==> src/rtl/kbest_ped_sorter.sv <==
// -----------------------------------------------------------------------------
// kbest_ped_sorter
//
// Sequential K-best survivor selector. Sits between the layer-5/6 expansion
// stage and the layer-3/4 expansion stage.
//
// COLLECT: one candidate (PED + NSYM-symbol tuple) is accepted per cycle.
//   Each candidate is compared in parallel against all K slots. The slots are
//   kept sorted in ascending PED order, and empty slots behave as +infinity.
//   Slots at and below the insertion point shift down by one, and the last
//   slot falls off. Equal PEDs keep arrival order, so a candidate that ties
//   the last survivor of a full register is dropped.
// DRAIN: after the in_last transfer, the valid slots are streamed out in
//   rank order (0 = smallest) with valid/ready handshaking. The transfer of
//   the last survivor clears the set and returns to COLLECT.
//
// Ports
//   clk, rstn             clock, asynchronous active-low reset
//   in_valid/in_ready     candidate handshake (in_ready=1 only in COLLECT)
//   in_last               final candidate of the current set
//   in_ped                candidate PED, unsigned
//   in_sym                candidate tuple, symbol i at [i*SYM_W +: SYM_W]
//   out_valid/out_ready   survivor handshake (out_valid=1 only in DRAIN)
//   out_last              final survivor of the set
//   out_ped, out_sym      survivor PED and tuple (zero outside DRAIN)
//   out_rank              survivor position, 0 = smallest
//   set_count             candidates received in the current set, saturating
// -----------------------------------------------------------------------------
module kbest_ped_sorter #(
  parameter int PED_W = 24,
  parameter int SYM_W = 12,
  parameter int NSYM  = 4,
  parameter int K     = 16,
  parameter int CNT_W = 8
) (
  input  logic                    clk,
  input  logic                    rstn,
  input  logic                    in_valid,
  output logic                    in_ready,
  input  logic                    in_last,
  input  logic [PED_W-1:0]        in_ped,
  input  logic [NSYM*SYM_W-1:0]   in_sym,
  output logic                    out_valid,
  input  logic                    out_ready,
  output logic                    out_last,
  output logic [PED_W-1:0]        out_ped,
  output logic [NSYM*SYM_W-1:0]   out_sym,
  output logic [$clog2(K)-1:0]    out_rank,
  output logic [CNT_W-1:0]        set_count
);

  localparam int RANK_W = $clog2(K);
  localparam int TUP_W  = NSYM * SYM_W;

  typedef enum logic {
    COLLECT = 1'b0,
    DRAIN   = 1'b1
  } state_t;

  state_t                 state;
  logic [RANK_W-1:0]      rank;
  logic [K-1:0]           slot_vld;
  logic [PED_W-1:0]       slot_ped [K];
  logic [TUP_W-1:0]       slot_sym [K];

  logic                   in_fire;
  logic                   out_fire;

  // ---------------------------------------------------------------------------
  // Parallel compare
  //
  // le[i] = slot i is occupied and not larger than the candidate. The register
  // is sorted and filled from slot 0, so le is a thermometer code. Its
  // population count is the insertion position p.
  //   le[i]                 -> slot i stays (i < p)
  //   !le[i] &&  le[i-1]    -> slot i takes the candidate (i == p)
  //   !le[i] && !le[i-1]    -> slot i takes slot i-1 (i > p)
  // Slot 0 sees a virtual le[-1] = 1. If every slot is le, nothing moves and
  // the candidate is dropped (p == K).
  // ---------------------------------------------------------------------------
  logic [K-1:0]           le;
  logic [K-1:0]           prev_le;
  logic [K-1:0]           take_in;
  logic [K-1:0]           take_up;
  logic [PED_W-1:0]       up_ped [K];
  logic [TUP_W-1:0]       up_sym [K];

  for (genvar i = 0; i < K; i++) begin : g_cmp
    // Unsigned, full-width compare. "<=" keeps earlier arrivals ahead on ties.
    assign le[i] = slot_vld[i] && (slot_ped[i] <= in_ped);

    if (i == 0) begin : g_head
      assign prev_le[i] = 1'b1;
      // Slot 0 never shifts from above. Tie it to the candidate so the
      // neighbour array is fully driven.
      assign up_ped[i]  = in_ped;
      assign up_sym[i]  = in_sym;
    end else begin : g_body
      assign prev_le[i] = le[i-1];
      assign up_ped[i]  = slot_ped[i-1];
      assign up_sym[i]  = slot_sym[i-1];
    end
  end

  assign take_in = ~le & prev_le;
  assign take_up = ~le & ~prev_le;

  // ---------------------------------------------------------------------------
  // Handshakes and outputs
  //
  // The outputs are decoded directly from registered state: the state
  // register, the rank counter, and the slot at that rank. They therefore hold
  // steady while out_ready is low.
  // ---------------------------------------------------------------------------
  assign in_ready  = (state == COLLECT);
  assign out_valid = (state == DRAIN);
  assign in_fire   = in_valid && in_ready;
  assign out_fire  = out_valid && out_ready;

  // Valid slots are contiguous from 0. Rank r is therefore the last survivor
  // when slot r+1 is empty or r is the final slot. Shifting the valid vector
  // down by one gives "slot r+1 valid" at index r, and a 0 at index K-1.
  logic [K-1:0] vld_next;
  assign vld_next = slot_vld >> 1;

  assign out_last = out_valid && !vld_next[rank];
  assign out_ped  = out_valid ? slot_ped[rank] : '0;
  assign out_sym  = out_valid ? slot_sym[rank] : '0;
  assign out_rank = rank;

  // ---------------------------------------------------------------------------
  // Slot payload
  // ---------------------------------------------------------------------------
  // NOTE: the PED/tuple storage has no reset. Validity is tracked only by
  // slot_vld, and a slot is always written before it becomes valid. Leaving
  // the wide data flops unreset keeps them off the reset tree.
  always_ff @(posedge clk) begin
    if (in_fire) begin
      for (int i = 0; i < K; i++) begin
        if (take_in[i]) begin
          slot_ped[i] <= in_ped;
          slot_sym[i] <= in_sym;
        end else if (take_up[i]) begin
          slot_ped[i] <= up_ped[i];
          slot_sym[i] <= up_sym[i];
        end
      end
    end
  end

  // ---------------------------------------------------------------------------
  // Control FSM: state, slot valid bits, drain rank, candidate counter
  // ---------------------------------------------------------------------------
  // NOTE: all sequential state uses non-blocking assignments. Every register
  // then samples pre-edge values, and ordering between blocks cannot matter.
  always_ff @(posedge clk or negedge rstn) begin
    if (!rstn) begin
      state     <= COLLECT;
      slot_vld  <= '0;
      rank      <= '0;
      set_count <= '0;
    end else begin
      case (state)
        COLLECT: begin
          if (in_fire) begin
            // Accepting a candidate either fills the next empty slot or leaves
            // a full register full. The valid vector is a fill-from-0
            // thermometer.
            slot_vld <= {slot_vld[K-2:0], 1'b1};
            if (set_count != {CNT_W{1'b1}}) begin
              set_count <= set_count + CNT_W'(1);
            end
            if (in_last) begin
              state <= DRAIN;
              rank  <= '0;
            end
          end
        end

        DRAIN: begin
          if (out_fire) begin
            if (out_last) begin
              state     <= COLLECT;
              slot_vld  <= '0;
              rank      <= '0;
              set_count <= '0;
            end else begin
              rank <= rank + RANK_W'(1);
            end
          end
        end

        default: begin
          state <= COLLECT;
        end
      endcase
    end
  end

endmodule

==> config.mk <==
export PLATFORM = sky130hd
export DESIGN_NAME = kbest_ped_sorter
export DESIGN_NICKNAME = d
export VERILOG_FILES = /design/src/rtl/kbest_ped_sorter.sv
export SDC_FILE = /design/constraint.sdc
export NUM_CORES = 2
export LEC_CHECK = 0
export ABC_AREA = 1
export CELL_PAD_IN_SITES_DETAIL_PLACEMENT = 1
export CELL_PAD_IN_SITES_GLOBAL_PLACEMENT = 2
export CORE_MARGIN = 8
export CORE_UTILIZATION = 44
export CTS_BUF_LIST = sky130_fd_sc_hd__clkbuf_8
export CTS_CLUSTER_DIAMETER = 50
export CTS_CLUSTER_SIZE = 30
export DETAILED_ROUTE_END_ITERATION = 16
export PLACE_DENSITY = 0.95
export SYNTH_ARGS = -nofsm -noshare
export SYNTH_HDL_FRONTEND = slang
export SYNTH_SLANG_ARGS = --single-unit
==> constraint.sdc <==
create_clock -name clk -period 15.15 [get_ports clk]
set_input_delay 4.545 -clock clk [delete_from_list [all_inputs] [get_ports clk]]
set_output_delay 4.545 -clock clk [all_outputs]
set_load 0.02 [all_outputs]
==> run_results.csv <==
group,metric,value,unit
run_status,outcome,"finished, final reports clean",
clocking,cts_tree,"done",
synthesis,syn-cell-area,74200,µm²
power_and_ir_drop,p_leak,32.5,nW
detailed_routing,drc,0,
place,dpl_cell_area,75000,µm²
grt,grt_start_max_net_pins,210,
grt,grt_overflow,0,
power_and_ir_drop,seq_power_share,36.7,%
floorplan,die_w,427,µm
clocking,cts_setup_buffers,0,
sta,setup_viol,0,
synthesis,syn-mean-instance-area,8.67,µm²
setup_path,startpoint_type,"flip-flop",
clocking,htreeDepth,4,
grt,grt_usage,33.7,%
sta,slew_headroom,12.6,%
detailed_routing,wl,318,mm
power_and_ir_drop,swShare,47.3,%
layout,drive_above_1_share,5.72,%
place,portBuffers,163,
setup_path,crit_slowest_cell,"dfrtp_4",
sta,fin_crit_sh,72.7,%
sta,hold_violations,0,
power_and_ir_drop,clkPwrFrac,19.1,%
setup_path,critPathKind,"flip-flop to output port",
grt,busiest_layer,"met2",
clocking,cts_sinks,1181,
setup_path,required,10.61,ns
sta,rsz0062_at_grt,"no",
floorplan,ios,164,
setup_path,r2r_slack,9.78,ns
synthesis,yosys_register_bits,1181,
grt,grtUsageMet1,43.5,%
power_and_ir_drop,p_comb_share,44.1,%
setup_path,cpPeakStageDelay,0.98,ns
hold_path,min_from,"slot_sym[14][18]$_DFFE_PP_",
hold_path,min_to,"slot_sym[15][18]$_DFFE_PP_",
grt,antenna_found_initial,16,
synthesis,synth.distinct_cells,42,
setup_path,crit_fanout,197,
sta,finClkSkew,0.0840,ns
layout,area_growth,5.94,%
synthesis,synth.yosys.seq_area_share,47.6,%
power_and_ir_drop,ir_worst_vdd,172,µV
flow_run,maxCapViolations,0,
setup_path,worstReg2RegStart,"slot_ped[7][23]$_DFFE_PP_",
clocking,holdBufCountCts,0,
layout,multi_input_area,33500,µm²
detailed_routing,firstDrtPassIters,6,
floorplan,core_area,167000,µm²
sta,drv_slew,0,
floorplan,rows,150,
grt,grt_pass1_wl,470,mm
sta,layout_min_cycle_time,11.01,ns
grt,use_met2,52.7,%
synthesis,syn_nets,9024,
setup_path,crit_arrival,6.47,ns
power_and_ir_drop,power,0.0150,W
setup_path,cpLargestDelayFamily,"buffers and inverters",
layout,nets,8656,
synthesis,ys_warn_count,0,
clocking,root_buffer,"clkbuf_8",
floorplan,die_h,427,µm
clocking,clk_path_buf_depth,3,
setup_path,r2r_end,"slot_ped[8][12]$_DFFE_PP_",
grt,grt_pass1_vias,72400,
clocking,ctsResizeCount,0,
sta,setup_ws,4.14,ns
power_and_ir_drop,p_int,0.00791,W
power_and_ir_drop,cellPowerDensity,191,nW/µm²
clocking,numCtsBuffers,155,
sta,worst_slew_pin_slew,1.31,ns
clocking,clock_latency,1.00,ns
synthesis,synth_cells,8561,
detailed_routing,ant_nets,0,
clocking,path_clk_slew,0.08,ns
hold_path,hold_class,"flip-flop to flip-flop",
setup_path,r2r_cells,14,
detailed_routing,vias_per_cell,6.75,
setup_path,critPathBufInv,4,
place,post-place-ws,4.23,ns
setup_path,cp_common_cell,"buf_12",
power_and_ir_drop,p_sw,0.00710,W
detailed_routing,routedWlPerCell,30.1,µm
setup_path,end_kind,"output port",
hold_path,hold_depth,2,
place,place.gp.congestion,0.920,
detailed_routing,vias,71200,
layout,final_cell_area,78600,µm²
setup_path,cp_cell_sequence,"buf_12 -> buf_12 -> buf_4 -> o21ai_0 -> nand3_1 -> a21oi_1 -> a211oi_1 -> clkdlybuf4s50_1",
grt,grt_use_met3,7.58,%
sta,fmax,90.8,MHz
floorplan,dieArea,182000,µm²
layout,seq_area,35300,µm²
layout,n_fill_cell,19500,
detailed_routing,drtIter0Drc,9803,
floorplan,start_util,44.3,%
sta,tns,0,ns
sta,whs,0.558,ns
place,dp_hpwl,183,mm
## cell usage after synthesis, drive strengths merged
master	number	area share, %
nand3	124	1.1
xnor2	1	0.012
clkbuf	292	1.5
nand3b	3	0.030
nor3	6	0.040
clkinv	2	0.010
xor2	3	0.035
a211oi	3	0.030
edfxtp	1152	47
inv	195	0.99
dfrtp	29	0.98
nor3b	2	0.020
a31oi	14	0.12
or2	15	0.13
o221ai	159	1.9
a21oi	238	1.6
a21o	29	0.29
o21a	3	0.030
o22ai	111	0.94
nor2	738	3.8
nand4	1101	9.3
buf	522	5.3
nand2	2760	14
o21ai	589	4.0
o311ai	14	0.17
ha	386	6.5
o211ai	69	0.70
o2111ai	1	0.012
## registers in the layout (all words and copies together), names as in the netlist
signal	count
slot_sym	768
slot_ped	384
slot_vld	16
set_count	8
out_rank	4
out_valid	1
## worst max-delay path by stage
stage	from	to	slack, ns	cells after the start
floorplan	in_ped[15]	slot_ped[14][0]$_DFFE_PP_	4.87	12
global placement	in_ped[19]	slot_sym[9][7]$_DFFE_PP_	4.40	16
detailed placement	in_ped[18]	slot_ped[8][12]$_DFFE_PP_	4.23	16
CTS	out_rank[0]$_DFFE_PN0P_	out_ped[1]	4.09	8
global route	out_rank[0]$_DFFE_PN0P_	out_sym[20]	3.91	8
finish	out_rank[0]$_DFFE_PN0P_	out_ped[0]	4.14	8
## per-layer routing
layer | up-vias | wire length (µm)
li1 | 29900 | -
met1 | 35700 | 122000
met2 | 4639 | 143000
met3 | 989 | 34000
met4 | 8 | 17600
met5 | - | 57
## cell families (layout without fill, tap and decap cells)
family,count (synthesis),count (layout),synth area share (%)
flops,1181,1181,47.6
fa+ha+maj,386,386,6.51
xor+xnor,4,4,0.0472
buf+inv,1011,775,7.78
other cells,0,16,0
simple gates,4749,4749,28.4
compound gates,1230,1230,9.73
## power by group through the flow
stage | clock network (W) | registers [W] | logic (W)
floorplan | 0 | 0.00535 | 0.00413
global placement | 0 | 0.00549 | 0.00621
detailed placement | 0 | 0.00552 | 0.00643
CTS | 0.00288 | 0.00546 | 0.00647
global route | 0.00300 | 0.00556 | 0.00702
finish | 0.00287 | 0.00551 | 0.00663
## layout by cell type (no fill, tap or decap), types with 20 or more instances in the layout
| cell type | n |
|---|---|
| nand2_1 | 2742 |
| ha_1 | 386 |
| inv_1 | 205 |
| o21ai_0 | 581 |
| clkbuf_8 | 160 |
| o211ai_1 | 69 |
| nand3_1 | 108 |
| o22ai_1 | 111 |
| clkinvlp_4 | 20 |
| a21oi_1 | 222 |
| nand4_1 | 1101 |
| a21o_1 | 29 |
| dfrtp_1 | 25 |
| clkdlybuf4s50_1 | 162 |
| o221ai_1 | 159 |
| inv_6 | 29 |
| edfxtp_1 | 1152 |
| nor2_1 | 732 |
| buf_4 | 119 |
## final cells by class
| cell class | count | area share, % |
|---|---|---|
| Sequential cell | 1181 | 44.9 |
| Multi-Input combinational cell | 6369 | 42.6 |
| Tap cell | 2204 | 3.51 |
| Timing Repair Buffer | 289 | 3.38 |
| Clock buffer | 160 | 2.80 |
| Clock inverter | 129 | 1.74 |
| Inverter | 197 | 0.993 |
| Antenna cell | 16 | 0.0509 |
## worst min-delay path, stage by stage (launching register included)
cell and delay, ns:
edfxtp_1 0.35, nand4_1 0.09, nand2_1 0.07
## through the flow
step / util, % / std cells
after floorplan: - / 8561
after global placement: 44.8 / 10200
after detailed placement: 44.8 / 10200
after CTS: 47.0 / 10500
after global routing: 47.0 / 10500
final: 47.0 / 10500
Power figures use the tool's default switching activity.
